--- src/rtl/vis_center_ctrl.sv ---
// Picks one circle centre per frame from the centroid or manual source and commits it at the vsync edge.
// Latency: all outputs update on the frame-boundary edge only, visible one cycle after vsync goes active.
// Backpressure: one-entry buffer per source; ready stays low until the next frame boundary clears the buffer.
module vis_center_ctrl #(
  parameter int IMG_W       = 64,
  parameter int IMG_H       = 64,
  parameter int CW          = 11,
  parameter int HOLD_FRAMES = 4,
  parameter int VS_POL      = 1
) (
  input  logic          clk,
  input  logic          rst_n,
  input  logic          vsync,
  input  logic          cen_valid,
  input  logic [CW-1:0] cen_x,
  input  logic [CW-1:0] cen_y,
  output logic          cen_ready,
  input  logic          man_valid,
  input  logic [CW-1:0] man_x,
  input  logic [CW-1:0] man_y,
  output logic          man_ready,
  input  logic          man_mode,
  output logic [CW-1:0] x_center,
  output logic [CW-1:0] y_center,
  output logic          circle_en,
  output logic [1:0]    state,
  output logic [3:0]    miss_cnt
);

  typedef struct packed {
    logic [CW-1:0] x;
    logic [CW-1:0] y;
  } coord_t;

  typedef enum logic [1:0] {
    IDLE  = 2'd0,
    TRACK = 2'd1,
    HOLD  = 2'd2,
    LOST  = 2'd3
  } state_t;

  localparam logic [CW-1:0] X_MAX    = CW'(IMG_W - 1);
  localparam logic [CW-1:0] Y_MAX    = CW'(IMG_H - 1);
  localparam logic [3:0]    HOLD_LIM = 4'(HOLD_FRAMES);

  logic   vs_a, vs_q, fb;
  logic   cen_full, man_full;
  coord_t cen_buf, man_buf;
  coord_t win, win_clamp;
  logic   have_cmt, sel_man;

  state_t     state_q, state_d;
  logic [3:0] miss_q, miss_d, miss_inc;
  logic       en_q, en_d;
  coord_t     ctr_q, ctr_d;

  assign vs_a = (VS_POL != 0) ? vsync : ~vsync;
  assign fb   = vs_a & ~vs_q;

  assign cen_ready = ~cen_full;
  assign man_ready = ~man_full;

  always_ff @(posedge clk or negedge rst_n) begin
    if (!rst_n) begin
      vs_q     <= 1'b0;
      cen_full <= 1'b0;
      man_full <= 1'b0;
      cen_buf  <= '0;
      man_buf  <= '0;
    end else begin
      vs_q <= vs_a;
      // Clear first so a handshake landing on the boundary cycle survives into the next frame.
      if (fb) begin
        cen_full <= 1'b0;
        man_full <= 1'b0;
      end
      if (cen_valid && !cen_full) begin
        cen_full <= 1'b1;
        cen_buf  <= '{x: cen_x, y: cen_y};
      end
      if (man_valid && !man_full) begin
        man_full <= 1'b1;
        man_buf  <= '{x: man_x, y: man_y};
      end
    end
  end

  assign have_cmt    = cen_full | man_full;
  assign sel_man     = man_mode ? man_full : ~cen_full;
  assign win         = sel_man ? man_buf : cen_buf;
  assign win_clamp.x = (win.x > X_MAX) ? X_MAX : win.x;
  assign win_clamp.y = (win.y > Y_MAX) ? Y_MAX : win.y;
  assign miss_inc    = (miss_q == 4'hF) ? 4'hF : miss_q + 4'd1;

  always_ff @(posedge clk or negedge rst_n) begin
    if (!rst_n) begin
      state_q <= IDLE;
      miss_q  <= '0;
      en_q    <= 1'b0;
      ctr_q   <= '0;
    end else begin
      state_q <= state_d;
      miss_q  <= miss_d;
      en_q    <= en_d;
      ctr_q   <= ctr_d;
    end
  end

  always_comb begin
    state_d = state_q;
    miss_d  = miss_q;
    en_d    = en_q;
    ctr_d   = ctr_q;
    if (fb) begin
      if (have_cmt) begin
        state_d = TRACK;
        miss_d  = '0;
        en_d    = 1'b1;
        ctr_d   = win_clamp;
      end else begin
        case (state_q)
          IDLE: begin
            en_d   = 1'b0;
            miss_d = '0;
          end
          TRACK, HOLD: begin
            miss_d = miss_inc;
            if (miss_inc <= HOLD_LIM) begin
              state_d = HOLD;
              en_d    = 1'b1;
            end else begin
              state_d = LOST;
              en_d    = 1'b0;
            end
          end
          default: begin
            miss_d = miss_inc;
            en_d   = 1'b0;
          end
        endcase
      end
    end
  end

  assign x_center  = ctr_q.x;
  assign y_center  = ctr_q.y;
  assign circle_en = en_q;
  assign state     = state_q;
  assign miss_cnt  = miss_q;

endmodule

--- config.mk ---
export PLATFORM = sky130hd
export DESIGN_NAME = vis_center_ctrl
export DESIGN_NICKNAME = d
export VERILOG_FILES = /design/src/rtl/vis_center_ctrl.sv
export SDC_FILE = /design/constraint.sdc
export NUM_CORES = 1
export LEC_CHECK = 0
export CAP_MARGIN = 10
export CORE_MARGIN = 5
export CORE_UTILIZATION = 25
export DETAILED_ROUTE_END_ITERATION = 6
export PLACE_DENSITY = 0.43
export SYNTH_ARGS = -nofsm -noshare
export SYNTH_HDL_FRONTEND = slang
export SYNTH_SLANG_ARGS = --single-unit
--- constraint.sdc ---
create_clock -name clk -period 4.75 [get_ports clk]
set_clock_uncertainty 0.2 [all_clocks]
set_input_delay 0.7125 -clock clk [delete_from_list [all_inputs] [get_ports clk]]
set_output_delay 0.7125 -clock clk [all_outputs]
set_load 0.01 [all_outputs]
==> results.md, run 1 <==
* Status: finished clean
* Deepest clock path buffer count at 2
* Worst-skew pair later-pin latency at between 0.3 and 0.4 ns
* FF/Latch Area at about 1900 sq um
* Part of the cycle the worst path needs at roughly half
* Share of the core filled with cells in the final layout at about 35%
* I/O pin total at between 80 and 90
* Max transition margin at 34.8%
* Post-detailed-routing wire length at between 7000 and 8000 um
* Total negative setup slack at 0 ns
* Reg-to-reg slack, setup at ~2.8 ns
* Syn Area/Cell at about 14 sq um
* Worst Setup Path Type: in2reg
* Top cell family by delay on the critical path: simple AND/OR/NAND/NOR gates
* Num CTS Buffers at 9
* Global Route Usage Sum at a little over a tenth
* Final Instance Count excl. Fillers at a little under 500
* Sink count of the clock tree at 76
* Initial antenna violation count at 0
* Resize count post-CTS at 0
* Top area cells in the synthesized netlist: sky130_fd_sc_hd__dfrtp_1 60%, sky130_fd_sc_hd__mux2_2 15%, sky130_fd_sc_hd__o22a_1 3.6%
* Total Nets Final at 360
* Max Cap Viol at 0
* Worst-path cell with the longest stage delay: sky130_fd_sc_hd__nor2_4
* Number of buffer and inverter stages on the critical path at 1
* Final Hold Vio Count at 0
* Weighted congestion at the end of routability-driven global placement at 0.699
* Wire length per cell at between 15 and 20 um
* Worst reg2reg startpoint: man_full
* Synth warn at 0
* Area of the multi-input gates at around 1200 sq um
* Summed instance area of the synthesized netlist at 3180 sq um
* Count of filler cells inserted in the layout at between 1000 and 1500
* Number of distinct library cell variants in the gate-level netlist after synthesis at 38
* Worst-path maximum fanout at 27
* Total Die Area at 15100 sq um
* Post-CTS Hold Fix Bufs at 0
* Antenna diode count at 0
* Lkg Pwr at between 1.5 and 2 nW
* Starting utilization of the core area at about a quarter
* Number of vias per cell at between 4 and 5
* Chip height at about 120 um
* Worst hold margin at just under 0.3 ns
* Number of max-slew violations in the final report at 0
* Instance count of the mapped netlist at 223
* Critical Path Source Type: input port
* Kind of end point of the critical path: register
* Cells along the critical path: clkdlybuf4s50_1 > nand2b_4 > nor2_4 > o21ai_2 > o22a_1
* Number of detailed-route iterations in the first pass at 4
* Number of global-route vias before repair at roughly 2300
* Maximum clock frequency at around 420 MHz
* Yosys top cell area share at 59.8%
* Transition time at the pin with the least slew margin at roughly 0.98 ns
* Cell Rows at 41
* Core region area at around 13000 sq um
* Clock root buffer: sky130_fd_sc_hd__clkbuf_16
* Violation count after the first detailed-route iteration at 88
* Via count at about 2100
* Sum of overflow across all layers after global routing at 0
* Reg-to-reg critical path endpoint: y_center[5]
* Area share of fa/ha/maj cells after synthesis at less than 1%
* Area added between synthesis and finish at 39.4%
* Cell count after placement at approximately 470
* Shortest clock period the worst path allows after layout at about 2.4 ns
* Unrepaired setup endpoints after global routing: no
* Crit path DAT at approximately 2.4 ns
* Worst min-delay path class: reg2reg
* Number of I/O port buffers at 80
* Largest net degree at the start of global routing at a little under 80
* Sequential element share of the synthesized area at about three fifths
* Worst endpoint required time at ~4.8 ns
* Number of cells traversed by the worst hold path at 1
* Final setup viols at 0
* Horiz. Die Dim at between 100 and 150 um
* Final routed DRC violation total at 0
* Number of enable flip-flop cells after synthesis at 0
* Clock transition time at the flip-flop clock pins of the worst setup and hold paths at 0.06 ns
* Power per cell area at between 400 and 500 nW/um^2
* Area share of xor/xnor cells in the synthesized design at 0%
* Synth Area in Compound Gates at a little under an eighth
* Dominant register cell in the synthesized netlist: sky130_fd_sc_hd__dfrtp_1
* Origin of the worst min-delay path: x_center[8]
* Clock tree from TritonCTS: yes
* Count of cells along the worst register-to-register path at 4
* Fraction of final layout cells sized beyond drive strength 1 at about 29%
* Mux cell area share after synthesis at roughly 16%
* Crit path largest cell delay at ~0.55 ns
* Global-route wire length before repair at roughly 12000 um
* CTS H-tree lvls at 3
* FFs w/ async S/R, synth at 100%
* Area leader, netlist: sky130_fd_sc_hd__dfrtp_1
* Worst min-delay path endpoint: x_center[8]
* Post-CTS setup repair buffer count at 0
* Mapped Nets at 275
* Simple-gate area share of the yosys netlist at under 10%
* Total of flip-flops plus latches after synthesis at 76
* Maximum ir drop on the vdd rail at 161 uV
* Count of antenna-violating nets left after detailed routing at 0
* Post-DP HPWL at 5410 um
* Final total power at roughly 2 mW
* Largest family of logic cells by synthesized area: multiplexers
-- cells in the final DEF, fill, tap and decap left out, types with 2 or more instances in the layout --
| cell | instances |
|---|---|
| sky130_fd_sc_hd__a21o_1 | 2 |
| sky130_fd_sc_hd__inv_1 | 5 |
| sky130_fd_sc_hd__mux2_2 | 43 |
| sky130_fd_sc_hd__a21oi_1 | 3 |
| sky130_fd_sc_hd__ha_1 | 2 |
| sky130_fd_sc_hd__nor3_1 | 4 |
| sky130_fd_sc_hd__dfrtp_1 | 76 |
| sky130_fd_sc_hd__buf_4 | 3 |
| sky130_fd_sc_hd__a211oi_2 | 2 |
| sky130_fd_sc_hd__nor4_2 | 2 |
| sky130_fd_sc_hd__nor2b_2 | 2 |
| sky130_fd_sc_hd__nand2b_1 | 3 |
| sky130_fd_sc_hd__nand2_1 | 6 |
| sky130_fd_sc_hd__clkbuf_16 | 9 |
| sky130_fd_sc_hd__o21ai_0 | 3 |
| sky130_fd_sc_hd__nor2_1 | 3 |
| sky130_fd_sc_hd__nand3_2 | 2 |
| sky130_fd_sc_hd__clkinv_4 | 2 |
| sky130_fd_sc_hd__nor2b_1 | 11 |
| sky130_fd_sc_hd__o21ai_2 | 4 |
| sky130_fd_sc_hd__clkdlybuf4s50_1 | 79 |
| sky130_fd_sc_hd__o22a_1 | 13 |
| sky130_fd_sc_hd__clkinv_2 | 2 |
| sky130_fd_sc_hd__o22a_2 | 11 |
| sky130_fd_sc_hd__a31oi_1 | 2 |
-- layout make-up --
cell class              instances  area share, %
flip-flops and latches         76           42.9
repair buffers                 82           18.4
clock inverters                 6           1.47
inverters                       5          0.424
well taps                     172           4.86
multi-input cells             134           26.8
clock buffers                  10           5.17
-- metrics by stage --
step / instance area (sq um) / worst slack (ns)
finish: 4430 / 2.38
CTS: 4430 / 2.34
detailed placement: 4140 / 2.02
floorplan: 3180 / 2.90
global placement: 4140 / 2.08
global route: 4430 / 2.27
-- synthesized netlist by cell type (2+ instances only) --
| cell type | n |
|---|---|
| sky130_fd_sc_hd__nand2b_1 | 3 |
| sky130_fd_sc_hd__buf_6 | 6 |
| sky130_fd_sc_hd__nor3_1 | 4 |
| sky130_fd_sc_hd__nor2b_1 | 13 |
| sky130_fd_sc_hd__o22a_1 | 13 |
| sky130_fd_sc_hd__a21oi_1 | 3 |
| sky130_fd_sc_hd__o21ai_0 | 3 |
| sky130_fd_sc_hd__dfrtp_1 | 76 |
| sky130_fd_sc_hd__mux2_2 | 43 |
| sky130_fd_sc_hd__nor2_1 | 3 |
| sky130_fd_sc_hd__a31oi_1 | 2 |
| sky130_fd_sc_hd__ha_1 | 2 |
| sky130_fd_sc_hd__nand2_1 | 6 |
| sky130_fd_sc_hd__o21ai_2 | 4 |
| sky130_fd_sc_hd__inv_1 | 5 |
| sky130_fd_sc_hd__a21o_1 | 2 |
| sky130_fd_sc_hd__nand3_2 | 2 |
| sky130_fd_sc_hd__a211oi_2 | 2 |
| sky130_fd_sc_hd__nor4_2 | 2 |
| sky130_fd_sc_hd__o22a_2 | 11 |
-- registers in the layout (all words and copies together) (netlist names) --
register   cells
cen_buf       22
circle_en      1
cen_full       1
state          2
man_buf       22
x_center      11
miss_cnt       4
man_full       1
vs_q           1
y_center      11
-- kinds of logic after synthesis --
| kind of cell | count (synthesis) |
|---|---|
| muxes | 45 |
| DFF | 76 |
| and+or+nand+nor | 43 |
| AOI/OAI and AO/OA | 44 |
| adders and majority gates | 2 |
| buffers and inverters | 13 |
-- worst register-to-register path: cells and delay by family (launching register included) --
family / cells / cell delay [ns]
DFF: 1 / 0.53
and+or+nand+nor: 2 / 0.68
AOI/OAI and AO/OA: 2 / 0.47
-- layer usage --
| metal | GRT usage [%] | vias up | wire length [um] | part of all wire [%] |
|---|---|---|---|---|
| met4 | 2.52 | 0 | 47 | 0.61 |
| met2 | 15.9 | 63 | 3330 | 43 |
| met3 | 4.79 | 4 | 619 | 8.0 |
| met1 | 15.0 | 999 | 3700 | 48 |
| li1 | - | 984 | - | - |
| met5 | 0 | - | 0 | 0 |
-- worst max-delay path by stage --
stage,from,end,slack (ns),cells after the start
after global placement,vsync,y_center[2],2.08,5
after CTS,man_full,man_ready,2.34,2
after global routing,vsync,y_center[5],2.27,5
final,vsync,y_center[5],2.38,5
after detailed placement,vsync,y_center[1],2.02,5
after floorplan,man_valid,man_buf[0],2.90,4
-- where the power goes --
group / leakage, nW / internal (mW) / total [mW] / switching [mW]
clock network: 0.142 / 0.407 / 0.667 / 0.260
registers: 0.882 / 0.815 / 0.924 / 0.108
logic: 0.703 / 0.277 / 0.458 / 0.181
Power figures use the tool's default switching activity.
==> run 2, diff against run 1 <==
==> constraint.sdc (replaced) <==
create_clock -name clk -period 2.3 [get_ports clk]
set_clock_uncertainty 0.2 [all_clocks]
set_input_delay 0.345 -clock clk [delete_from_list [all_inputs] [get_ports clk]]
set_output_delay 0.345 -clock clk [all_outputs]
set_load 0.01 [all_outputs]
==> results.md, run 2 (synthesized netlist as in run 1, its figures left out) <==
* Total negative setup slack at 0 ns
* Wire length per cell at ~16 um
* Critical Path Source Type: register
* Final Hold Vio Count at 0
* Power per cell area at ~990 nW/um^2
* Part of the cycle the worst path needs at 86.4%
* Largest net degree at the start of global routing at 43
* Post-placement worst setup slack at 0.275 ns
* Cell count after placement at approximately 480
* Clock transition time at the flip-flop clock pins of the worst setup and hold paths at 0.06 ns
* Max transition margin at roughly two thirds
* Worst-path cell with the longest stage delay: sky130_fd_sc_hd__clkdlybuf4s50_1
* Number of vias per cell at roughly 4.2
* Count of filler cells inserted in the layout at roughly 1300
* Worst endpoint required time at 1.75 ns
* Reg-to-reg slack, setup at 0.55 ns
* Deepest clock path buffer count at 2
* Final Instance Count excl. Fillers at between 400 and 500
* Worst-skew pair later-pin latency at roughly 0.33 ns
* Final routed DRC violation total at 0
* Share of the core filled with cells in the final layout at between 30% and 40%
* Clock tree from TritonCTS: yes
* Clock root buffer: sky130_fd_sc_hd__clkbuf_16
* Cell Rows at 41
* Reg-to-reg critical path endpoint: state[0]
* Lkg Pwr at roughly 1.8 nW
* Kind of end point of the critical path: primary output
* Worst Setup Path Type: reg2out
* Global Route Usage Sum at about 11%
* Count of cells along the worst register-to-register path at 5
* Area added between synthesis and finish at 43.7%
* Horiz. Die Dim at 123 um
* Post-CTS setup repair buffer count at 0
* Post-detailed-routing wire length at between 7000 and 8000 um
* Sink count of the clock tree at 76
* Violation count after the first detailed-route iteration at 76
* Endpoint of the worst setup timing path: man_ready
* Worst-path maximum fanout at 7
* Initial antenna violation count at 0
* Max Cap Viol at 0
* Crit path largest cell delay at between 0.5 and 0.6 ns
* Shortest clock period the worst path allows after layout at 1.99 ns
* Maximum ir drop on the vdd rail at 393 uV
* Status: finished clean
* Weighted congestion at the end of routability-driven global placement at a little over 0.7
* Unrepaired setup endpoints after global routing: no
* Maximum clock frequency at around 500 MHz
* Number of max-slew violations in the final report at 0
* Antenna diode count at 0
* Via count at 2086
* Launch point of the worst path: man_full
* CTS H-tree lvls at 3
* Post-route setup slack at roughly 0.31 ns
* Fraction of final layout cells sized beyond drive strength 1 at slightly above 30%
* I/O pin total at slightly above 80
* Global-route wire length before repair at ~12000 um
* Commonest non-fill, non-tap cells in the layout: 79 x sky130_fd_sc_hd__clkdlybuf4s50_1, 76 x sky130_fd_sc_hd__dfrtp_1, 43 x sky130_fd_sc_hd__mux2_2
* Worst min-delay path class: reg2reg
* Cells along the critical path: inv_1 > clkdlybuf4s50_1
* Chip height at 123 um
* Core region area at between 10000 and 15000 sq um
* Number of I/O port buffers at 80
* Most common cell after layout, fill and taps aside: sky130_fd_sc_hd__clkdlybuf4s50_1
* Largest regs: cen_buf x22, man_buf x22
* Crit path DAT at 1.44 ns
* Worst reg2reg startpoint: miss_cnt[0]
* Number of global-route vias before repair at around 2300
* Count of antenna-violating nets left after detailed routing at 0
* Transition time at the pin with the least slew margin at 0.474 ns
* Post-DP HPWL at between 5000 and 6000 um
* Final setup viols at 0
* Total Nets Final at about 370
* Starting utilization of the core area at about 25%
* Number of detailed-route iterations in the first pass at 3
* Resize count post-CTS at 0
* Total Die Area at around 15000 sq um
* Num CTS Buffers at 9
* Sum of overflow across all layers after global routing at 0
-- run 2: layer usage --
metal  share of wire [%]  GRT usage [%]
met5                   0              0
met4                 1.2           2.10
met3                 5.9           4.75
met2                  44           16.2
met1                  49           15.3
-- run 2: how the worst min path moves through the flow --
stage           startpoint           to  slack, ns  depth (start not counted)
2_1_floorplan        rst_n   cen_buf[0]      -0.15                          0
3_3_place_gp         rst_n   cen_buf[6]       0.13                          1
3_5_place_dp         rst_n   cen_buf[6]       0.13                          1
4_1_cts        y_center[7]  y_center[7]       0.30                          1
5_1_grt         man_buf[6]   man_buf[6]       0.32                          1
6_report       x_center[9]  x_center[9]       0.30                          1
-- run 2: critical path: cells and delay by family, from the launching register on --
family | cells | cell delay [ns]
buf+inv | 2 | 0.64
flops | 1 | 0.48
-- run 2: area by class of cell --
type	count	area [sq um]	share of cell area, %
inverters	5	18.8	0.411
repair buffers	89	893	19.6
clock buffers	12	256	5.62
well taps	172	215	4.71
clock inverters	4	95.1	2.08
multi-input cells	134	1190	26.0
flip-flops and latches	76	1900	41.6
-- run 2: timing repair --
item,in CTS,in global routing
hold buffers,1,0
endpoints found under the hold margin,34,0
endpoints found under the setup margin,0,0
-- run 2: through the flow --
stage	hold slack, ns	total power, mW	cell area, sq um
after floorplan	-0.151	2.51	3180
after global placement	0.133	2.92	4210
after detailed placement	0.133	2.94	4210
after CTS	0.301	4.62	4570
after global routing	0.318	4.79	4570
final	0.297	4.54	4570
-- run 2: where the power goes --
part	switching, mW	internal [mW]	total [mW]
clock network	0.540	1.12	1.66
logic	0.376	0.595	0.971
registers	0.225	1.68	1.91
